[config.mk]
export PLATFORM = sky130hd
export DESIGN_NAME = mul_issue_ctrl
export DESIGN_NICKNAME = d
export VERILOG_FILES = /design/src/rtl/m_extension_pkg.sv /design/src/rtl/mul_issue_ctrl_multiplier.sv /design/src/rtl/mul_issue_ctrl.sv
export SDC_FILE = /design/constraint.sdc
export NUM_CORES = 2
export LEC_CHECK = 0
export ABC_CLOCK_PERIOD_IN_PS = 12930
export CORE_MARGIN = 4
export CORE_UTILIZATION = 35
export DETAILED_ROUTE_END_ITERATION = 8
export GPL_ROUTABILITY_DRIVEN = 0
export GPL_TIMING_DRIVEN = 0
export PLACE_DENSITY = 0.55
export SYNTH_ARGS = -nofsm -noshare
export SYNTH_HDL_FRONTEND = slang
export SYNTH_SLANG_ARGS = --single-unit
[constraint.sdc]
create_clock -name clk -period 12.93 [get_ports clk]
set_input_delay 1.9395 -clock clk [delete_from_list [all_inputs] [get_ports clk]]
set_output_delay 1.9395 -clock clk [all_outputs]
set_load 0.02 [all_outputs]
[src/rtl/m_extension_pkg.sv]
// Shared M-extension types: funct3 encodings, multiply-controller FSM states,
// default multiplier latency and the operand/result selection helpers.
package m_extension;

   typedef enum logic [2:0] {
      F3_MUL    = 3'b000,
      F3_MULH   = 3'b001,
      F3_MULHSU = 3'b010,
      F3_MULHU  = 3'b011
   } m_funct3;

   typedef enum logic [1:0] {
      IDLE = 2'b00,
      BUSY = 2'b01,
      RESP = 2'b10
   } mul_ctrl_state_t;

   localparam int MUL_LAT_DEFAULT = 5;

   // rs1 is sign-extended for mulh/mulhsu, rs2 only for mulh; the 64-bit product
   // is exact for every variant after truncation.
   function automatic logic [31:0] mul_select(input logic [31:0] a,
                                              input logic [31:0] b,
                                              input m_funct3     f);
      logic signed [32:0] sa;
      logic signed [32:0] sb;
      logic signed [63:0] p;
      logic [31:0]        r;
      sa = signed'({((f == F3_MULH) || (f == F3_MULHSU)) ? a[31] : 1'b0, a});
      sb = signed'({(f == F3_MULH) ? b[31] : 1'b0, b});
      p  = sa * sb;
      case (f)
         F3_MUL:  r = p[31:0];
         default: r = p[63:32];
      endcase
      return r;
   endfunction

   function automatic logic op_match(input logic [31:0] rs1_a,
                                     input logic [31:0] rs2_a,
                                     input m_funct3     f_a,
                                     input logic [31:0] rs1_b,
                                     input logic [31:0] rs2_b,
                                     input m_funct3     f_b);
      return (rs1_a == rs1_b) && (rs2_a == rs2_b) && (f_a == f_b);
   endfunction

endpackage

[src/rtl/mul_issue_ctrl_multiplier.sv]
// Fixed-latency multiplier: raises mul_done on the MUL_LAT-th consecutive
// is_mul-high cycle; dropping is_mul restarts the count.
module multiplier
   import m_extension::*;
#(
   parameter int MUL_LAT = MUL_LAT_DEFAULT
) (
   input  logic        clk,
   input  logic        rst,
   input  logic        is_mul,
   input  logic [31:0] rs1_data,
   input  logic [31:0] rs2_data,
   input  m_funct3     funct3,
   output logic        mul_done,
   output logic [31:0] mul_out
);

   localparam logic [7:0] LAST_CNT = 8'(MUL_LAT - 1);

   logic [7:0]  cnt_r;
   logic [31:0] mul_out_r;

   // Latency counter and product register; operands are stable for the whole
   // is_mul window, so the product is valid from the second cycle onward.
   always_ff @(posedge clk) begin
      if (rst) begin
         cnt_r     <= 8'd0;
         mul_out_r <= 32'd0;
      end else if (!is_mul) begin
         cnt_r     <= 8'd0;
         mul_out_r <= mul_out_r;
      end else begin
         cnt_r     <= (cnt_r == LAST_CNT) ? cnt_r : cnt_r + 8'd1;
         mul_out_r <= mul_select(rs1_data, rs2_data, funct3);
      end
   end

   assign mul_done = is_mul && (cnt_r == LAST_CNT);
   assign mul_out  = mul_out_r;

endmodule

[src/rtl/mul_issue_ctrl.sv]
// Multiply issue controller: accepts ops from EX, bypasses repeats of the last
// completed op, otherwise drives the multiplier and returns its result.
module mul_issue_ctrl
   import m_extension::*;
#(
   parameter int MUL_LAT = MUL_LAT_DEFAULT
) (
   input  logic        clk,
   input  logic        rst,
   input  logic        req_valid,
   output logic        req_ready,
   input  logic [31:0] req_rs1,
   input  logic [31:0] req_rs2,
   input  m_funct3     req_funct3,
   input  logic        flush,
   output logic        resp_valid,
   output logic [31:0] resp_data,
   input  logic        resp_ready,
   output logic [15:0] hit_count
);

   localparam logic [7:0] LAST_CNT = 8'(MUL_LAT - 1);

   mul_ctrl_state_t state_r;
   mul_ctrl_state_t next_state_s;

   logic [31:0] op_rs1_r;
   logic [31:0] op_rs2_r;
   m_funct3     op_funct3_r;
   logic [31:0] result_r;
   logic [7:0]  busy_cnt_r;
   logic [31:0] last_rs1_r;
   logic [31:0] last_rs2_r;
   m_funct3     last_funct3_r;
   logic [31:0] last_result_r;
   logic        last_valid_r;
   logic [15:0] hit_count_r;
   logic        proto_err;

   logic        req_ready_s;
   logic        accept_s;
   logic        hit_s;
   logic        complete_s;
   logic        is_mul;
   logic        mul_done;
   logic [31:0] mul_out;

   multiplier #(.MUL_LAT(MUL_LAT)) u_multiplier (
      .clk      (clk),
      .rst      (rst),
      .is_mul   (is_mul),
      .rs1_data (op_rs1_r),
      .rs2_data (op_rs2_r),
      .funct3   (op_funct3_r),
      .mul_done (mul_done),
      .mul_out  (mul_out)
   );

   // State register.
   always_ff @(posedge clk) begin
      if (rst) begin
         state_r <= IDLE;
      end else begin
         state_r <= next_state_s;
      end
   end

   // Handshake decode and next state; flush overrides every other input.
   always_comb begin
      req_ready_s  = ~flush & ((state_r == IDLE) | ((state_r == RESP) & resp_ready));
      accept_s     = req_valid & req_ready_s;
      hit_s        = accept_s & last_valid_r &
                     op_match(req_rs1, req_rs2, req_funct3,
                              last_rs1_r, last_rs2_r, last_funct3_r);
      complete_s   = ~flush & (state_r == BUSY) & mul_done;
      next_state_s = state_r;
      if (flush) begin
         next_state_s = IDLE;
      end else begin
         case (state_r)
            IDLE: begin
               if (accept_s) begin
                  next_state_s = hit_s ? RESP : BUSY;
               end else begin
                  next_state_s = IDLE;
               end
            end
            BUSY: begin
               if (mul_done) begin
                  next_state_s = RESP;
               end else begin
                  next_state_s = BUSY;
               end
            end
            RESP: begin
               if (accept_s) begin
                  next_state_s = hit_s ? RESP : BUSY;
               end else if (resp_ready) begin
                  next_state_s = IDLE;
               end else begin
                  next_state_s = RESP;
               end
            end
            default: next_state_s = IDLE;
         endcase
      end
   end

   // Operand capture, result/bypass bookkeeping, hit counter and protocol flag.
   always_ff @(posedge clk) begin
      if (rst) begin
         op_rs1_r      <= 32'd0;
         op_rs2_r      <= 32'd0;
         op_funct3_r   <= F3_MUL;
         result_r      <= 32'd0;
         busy_cnt_r    <= 8'd0;
         last_rs1_r    <= 32'd0;
         last_rs2_r    <= 32'd0;
         last_funct3_r <= F3_MUL;
         last_result_r <= 32'd0;
         last_valid_r  <= 1'b0;
         hit_count_r   <= 16'd0;
         proto_err     <= 1'b0;
      end else begin
         if (accept_s) begin
            op_rs1_r    <= req_rs1;
            op_rs2_r    <= req_rs2;
            op_funct3_r <= req_funct3;
            busy_cnt_r  <= 8'd0;
         end else if ((state_r == BUSY) && (busy_cnt_r != 8'hFF)) begin
            busy_cnt_r  <= busy_cnt_r + 8'd1;
         end
         if (hit_s) begin
            result_r <= last_result_r;
            if (hit_count_r != 16'hFFFF) begin
               hit_count_r <= hit_count_r + 16'd1;
            end
         end else if (complete_s) begin
            result_r      <= mul_out;
            last_rs1_r    <= op_rs1_r;
            last_rs2_r    <= op_rs2_r;
            last_funct3_r <= op_funct3_r;
            last_result_r <= mul_out;
            last_valid_r  <= 1'b1;
         end
         if (~flush && (state_r == BUSY) && (busy_cnt_r == LAST_CNT) && !mul_done) begin
            proto_err <= 1'b1;
         end
      end
   end

   assign is_mul     = (state_r == BUSY);
   assign req_ready  = req_ready_s;
   assign resp_valid = (state_r == RESP);
   assign resp_data  = result_r;
   assign hit_count  = hit_count_r;

endmodule

# After elaboration in Yosys (flattened, before gate mapping)
# Index checks and enable logic that the tools add are counted.
[word_totals]
in_bits = 72
elab_cells = 58
out_inout_bits = 50
regBits = 257
[op_classes]
multipliers = 1
mux = 11
add_sub_neg = 2
bitwise_logic = 11
eq_ne = 9
reduce_logical = 11
[ops]
columns = ["op", "n"]
rows = [
  ["32-bit two-way mux", 3],
  ["32-bit equality test", 2],
  ["33-bit by 33-bit multiplier with 64-bit output", 1],
  ["16-bit by 1-bit adder with 16-bit output (second input constant)", 1],
  ["16-bit inequality test (second input constant)", 1],
  ["2-bit two-way mux", 5],
  ["8-bit by 1-bit adder with 8-bit output (second input constant)", 1],
  ["8-bit by 3-bit equality test with 1-bit output (second input constant)", 1],
  ["1-bit bitwise AND", 7],
  ["2-bit case mux with 3 select lines", 1],
  ["2-bit AND reduction", 2],
  ["2-bit OR reduction", 2],
  ["3-bit by 1-bit equality test with 1-bit output (second input constant)", 1],
  ["3-bit by 2-bit equality test with 1-bit output (second input constant)", 1],
  ["3-bit equality test", 1],
  ["1-bit logical AND", 3],
  ["3-bit zero test", 1],
  ["1-bit inverter", 3],
  ["2-bit by 1-bit equality test with 1-bit output (second input constant)", 1],
  ["2-bit equality test (second input constant)", 1],
  ["2-bit zero test", 1],
  ["1-bit two-way mux", 2],
  ["2-bit nonzero test", 1],
  ["1-bit logical OR", 1],
  ["1-bit OR", 1],
]

# Depth between registers and ports, before layout
[depth]
word_depth = 10
mapped_depth = 32
ltp_nobuf = 29

# Cells and area by module
# A second synthesis with hierarchy kept.
[unflattened]
hier_cells = 5676
hier_area_um2 = 49129.6
[modules_own_cells]
columns = ["mod", "seq_area_each_um2", "n_inst", "cells_each", "area_each_um2"]
rows = [
  ["multiplier", 800.8, 1, 4521, 40078.4],
  ["mul_issue_ctrl", 4344.2, 1, 1155, 9051.2],
]

# Worst setup path after synthesis
# OpenSTA, ideal clock, no wires.
[synth_path]
path_type = "reg-to-reg"
start = "reg op_funct3_r[1]"
end = "reg u_multiplier.mul_out_r[31], in the netlist u_multiplier.mul_out[31]"
t_required_ns = 12.803
path_stages_with_launch = 28
setup_ns = 0.127
synth_period_minus_slack_ns = 8.277
path_buffers = 3
setup_slack_ns = 4.653
arrival_time_ns = 8.150
cell_sequence = "dfxtp_1 > clkbuf_1 > xnor2_1 > nor3b_1 > clkbuf_1 > nand2_1 > fa_1 > fa_1 > inv_1 > fa_1 > inv_1 > fa_1 > inv_1 > fa_1 > fa_1 > fa_1 > inv_1 > fa_1 > inv_1 > ha_1 > clkbuf_1 > a21o_1 > a21o_1 > a221o_1 > a31oi_4 > o31ai_4 > nand3_1 > or3b_1"
[synth_via]
elab_chain_len = 5
elab_cells_between_ends = 8
cone_classes = "mul (1); eq/ne (2); mux (3); reduce/logical (2)"
[synth_rtl]
columns = ["element", "line", "rtl"]
rows = [
  ["start, declared", "mul_issue_ctrl.sv:29", "m_funct3 op_funct3_r;"],
  ["start signal, assigned", "mul_issue_ctrl.sv:128", "op_funct3_r <= req_funct3;"],
  ["3-bit by 1-bit equality test with 1-bit output or 3-bit by 2-bit equality test with 1-bit output (tied branches)", "m_extension_pkg.sv:29, m_extension_pkg.sv:30", ""],
  ["1-bit logical OR", "m_extension_pkg.sv:29", "sa = signed'({((f == F3_MULH) || (f == F3_MULHSU)) ? a[31] : 1'b0, a});"],
  ["1-bit two-way mux", "m_extension_pkg.sv:29", ""],
  ["33-bit by 33-bit multiplier with 64-bit output", "m_extension_pkg.sv:31", "p = sa * sb;"],
  ["32-bit two-way mux *", "m_extension_pkg.sv:32", "case (f)"],
  ["end signal, assigned", "mul_issue_ctrl_multiplier.sv:31", "mul_out_r <= mul_out_r;"],
  ["end signal, assigned", "mul_issue_ctrl_multiplier.sv:34", "mul_out_r <= mul_select(rs1_data, rs2_data, funct3);"],
  ["end, declared", "mul_issue_ctrl_multiplier.sv:21", "logic [31:0] mul_out_r;"],
]
# Every way passes the cells marked *; elsewhere a longest branch is shown, timed or not.
# A chain may end at the register's enable or synchronous reset.

# Final worst setup path
[layout_path]
start = "reg op_rs1_r[31]"
end = "reg u_multiplier.mul_out_r[25], in the netlist u_multiplier.mul_out[25]"
[layout_via]
elab_chain_len = 3
[layout_rtl]
columns = ["element", "line", "rtl"]
rows = [
  ["start, declared", "mul_issue_ctrl.sv:27", "logic [31:0] op_rs1_r;"],
  ["start signal, assigned", "mul_issue_ctrl.sv:126", "op_rs1_r <= req_rs1;"],
  ["1-bit two-way mux", "m_extension_pkg.sv:29", ""],
  ["33-bit by 33-bit multiplier with 64-bit output *", "m_extension_pkg.sv:31", ""],
  ["32-bit two-way mux *", "m_extension_pkg.sv:32", ""],
]
# Marks and branches as above.

==> qor.txt <==
======================================================================================
Detailed Place HPWL .....................................................       158 mm
Number of inserted filler cells in the final layout .....................        14195
Overall global routing resource usage ...................................        26.6%
Synthesized-area fraction occupied by ao, oa, aoi and oai cells .........        6.33%
Non-filler instance count after layout ..................................         7541
Share of Yosys cell area claimed by the top area cell type ..............        46.5%
Number of synthesis warnings ............................................            0
Vias per std cell .......................................................         5.26
Number of slew-limit violations in the final report .....................           12
First drt pass iteration count ..........................................            6
Number of violations of the max-capacitance limit .......................            2
Number of antenna-violating nets in the routed design ...................            0
Core region area ........................................................    0.137 mm²
TritonCTS clock tree ....................................................          yes
Highest-count cells in the layout ignoring fill and taps ................ sky130_fd_sc_hd__nand2_1 (1217), sky130_fd_sc_hd__inv_1 (1181), sky130_fd_sc_hd__fa_1 (1124)
Clock latency at the later pin of the worst-skew pair ...................       580 ps
Die extent in x .........................................................       380 µm
Adder-cell share of the synthesized area ................................        52.0%
Maximum clock rate ......................................................   0.0921 GHz
Endpoints failing setup .................................................            0
Area of the multi-input gates ...........................................   0.0375 mm²
Mean instance size in the synthesized netlist ...........................     8.71 µm²
Worst path bufs/invs ....................................................            8
Worst ir drop on vdd ....................................................    0.0835 mV
Wirelength per Cell .....................................................      25.4 µm
Class of the most critical setup path ................................... register to register
Largest buffer count on any clock path ..................................            3
Total die area ..........................................................    0.144 mm²
Number of nets in the finished design ...................................         7131
Count of state elements after synthesis .................................          257
Power per cell area .....................................................  48.7 mW/mm²
Post-layout minimum cycle time ..........................................     10860 ps
Count of placed standard cells including taps ...........................         7480
Number of different library cells in the post-synthesis netlist .........           82
Library cell contributing the largest single delay on the critical path . sky130_fd_sc_hd__fa_1
Row count ...............................................................          136
DRC viols ...............................................................            0
Synth Net Count .........................................................         6978
Most frequent standard cell in the layout excluding fill and tap cells .. sky130_fd_sc_hd__nand2_1
Hold Fails Final Rpt ....................................................            0
Rel. slew slack .........................................................       -1.35%
Post-synth EDFFs ........................................................            0
Post-Synthesis Cell Area ................................................   0.0485 mm²
XOR/XNOR share of the synthesized area ..................................        2.62%
Sequential fraction of the synthesis area ...............................        10.6%
Fraction of layout cells with a size suffix above 1 .....................        1.66%
Kind of cell with the highest combined delay on the critical path .......  adder cells
Port Buffers ............................................................          120
Status .................................................................. finished with violations
Most used cell, CP ...................................................... sky130_fd_sc_hd__fa_1
Clock tree skew after final layout ......................................      23.0 ps
Required time of the critical path ......................................     13340 ps
Sinks on the clock net ..................................................          257
Via count of the routed design ..........................................        39685
Count of cells resized by post-cts repair ...............................            0
Syn-to-layout area delta ................................................        9.25%
Iteration-0 DRC Markers .................................................         3990
Total CTS buffers .......................................................           30
Die height ..............................................................       380 µm
Unrepaired setup endpoints after global routing .........................           no
Share of synthesized flip-flops with an asynchronous set or reset .......           0%
Min-Delay Path Class .................................................... register to register
Failing checks .......................................................... max-capacitance violations, max-slew violations
Fin Setup TNS ...........................................................         0 ps
CP peak stage delay .....................................................       960 ps
Num ports ...............................................................          122
Global route total overflow .............................................            0
Post-route clock period utilization .....................................        84.0%
Seq. cell area ..........................................................  0.00514 mm²
Initial core utilization ................................................        35.2%
Most area-hungry cell type in the Yosys netlist ......................... sky130_fd_sc_hd__fa_1
Maximum number of pins on one net before global-route repair ............           25
Top cells by area in the synthesized netlist ............................ sky130_fd_sc_hd__fa_1 (46%), sky130_fd_sc_hd__dfxtp_1 (11%), sky130_fd_sc_hd__nand2_1 (9.4%), sky130_fd_sc_hd__inv_1 (9.1%), sky130_fd_sc_hd__ha_1 (5.6%)
Setup crit end kind .....................................................     register
Global-route wire length before repair ..................................       281 mm
Vias in the first global route ..........................................        41034
Type of origin of the critical path .....................................     register
Fraction of synthesized area in multiplexers ............................       0.145%
Simple-gate portion of the synthesized area .............................        16.3%
Combinational family with the most area after synthesis .................  adder cells
Cell count after synthesis ..............................................         5566
Antenna violations before repair ........................................           13
Quantity of hold-fixing buffers added after cts .........................            0
Arrival time at the worst endpoint ......................................     11270 ps
Root cell of the clock tree ............................................. sky130_fd_sc_hd__clkbuf_16
Cell leakage power ......................................................      23.4 nW
Clock transition at the registers of the reported paths .................        70 ps
Slew at the pin closest to its max-slew limit ...........................      1520 ps
Total Wirelength ........................................................       192 mm
Htree depth .............................................................            1
Setup Fix Bufs, Post-CTS ................................................            0
Critical path fanouts, max ..............................................           11
Most used DFF post-synth ................................................ sky130_fd_sc_hd__dfxtp_1
======================================================================================
-- logic make-up (layout without fill, tap and decap cells) --
family / Yosys count / after routing
flops: 257 / 257
mux: 7 / 7
other cells: 0 / 7
fa+ha+maj: 1340 / 1340
buf+inv: 1541 / 1715
compound gates: 488 / 488
simple gates: 1788 / 1788
xor+xnor: 145 / 145
-- layout make-up --
class	count	share of cell area (%)
flip-flops and latches	257	9.72
repair buffers	121	2.32
well taps	1794	4.24
clock inverters	13	0.248
clock buffers	40	1.62
plain buffers	360	2.59
diodes	7	0.0331
inverters	1181	8.37
multi-input cells	3768	70.9
-- metrics by stage --
| step | hold slack [ps] | setup WS [ps] | instance area (µm²) | utilization, % | power [mW] |
|---|---|---|---|---|---|
| 2_1_floorplan | 434 | 4650 | 48500 | - | 1.28 |
| 3_3_place_gp | 443 | 1930 | 51900 | 37.8 | 1.69 |
| 3_5_place_dp | 447 | 2110 | 51900 | 37.8 | 1.69 |
| 4_1_cts | 455 | 2080 | 52900 | 38.5 | 2.55 |
| 5_1_grt | 472 | 1830 | 52900 | 38.5 | 2.65 |
| 6_report | 454 | 2070 | 52900 | 38.5 | 2.58 |
-- state kept, by name, indices dropped and copies added (netlist names) --
signal                cells
last_result_r            32
last_rs1_r               32
last_rs2_r               32
op_rs1_r                 32
op_rs2_r                 32
resp_data                32
u_multiplier.mul_out     32
hit_count                16
u_multiplier.cnt_r        8
last_funct3_r             3
op_funct3_r               3
state_r                   2
last_valid_r              1
-- Yosys cell counts (all sizes together) (5+ instances only) --
master	number
a211oi	16
a21o	42
a21oi	245
a221oi	8
a22oi	7
a311oi	7
a31oi	47
and2	317
and3	17
buf	11
clkbuf	349
dfxtp	257
fa	1125
ha	215
inv	1181
mux2i	7
nand2	1217
nand2b	5
nand3	19
nand4	22
nor2	115
nor2b	8
nor3	23
nor3b	5
nor4	10
o21a	6
o21ai	54
o21bai	8
o22ai	6
or2	10
or3	6
xnor2	89
xor2	56
-- final timing paths --
| path | start | to | slack, ps | depth (start not counted) |
|---|---|---|---|---|
| hold reg to reg | last_result_r[18] | last_result_r[18] | 450 | 2 |
| setup / recovery | op_rs1_r[31] | u_multiplier.mul_out[25] | 2070 | 26 |
| setup reg to reg | op_rs1_r[31] | u_multiplier.mul_out[25] | 2070 | 26 |
| hold / removal | last_result_r[18] | last_result_r[18] | 450 | 2 |
-- metal layers --
metal | global-route usage [%] | part of all wire, % | up-vias
met5 | 0 | 0.016 | -
li1 | - | - | 16616
met3 | 7.15 | 12 | 440
met4 | 12.9 | 6.4 | 4
met1 | 35.3 | 39 | 20499
met2 | 40.2 | 43 | 2126
-- tightest hold or removal path, cell delays in order, from the launching register on --
cell and delay, ps:
sky130_fd_sc_hd__dfxtp_1 310, sky130_fd_sc_hd__nand2_1 50, sky130_fd_sc_hd__a21oi_1 50
-- where the power goes --
part / total (mW) / switching (mW) / internal (mW) / leakage, nW
combinational: 0.893 / 0.646 / 0.248 / 20.8
sequential: 0.815 / 0.00996 / 0.805 / 2.08
clock: 0.868 / 0.364 / 0.505 / 0.475
Note: power is estimated with default switching activity, not from simulation.
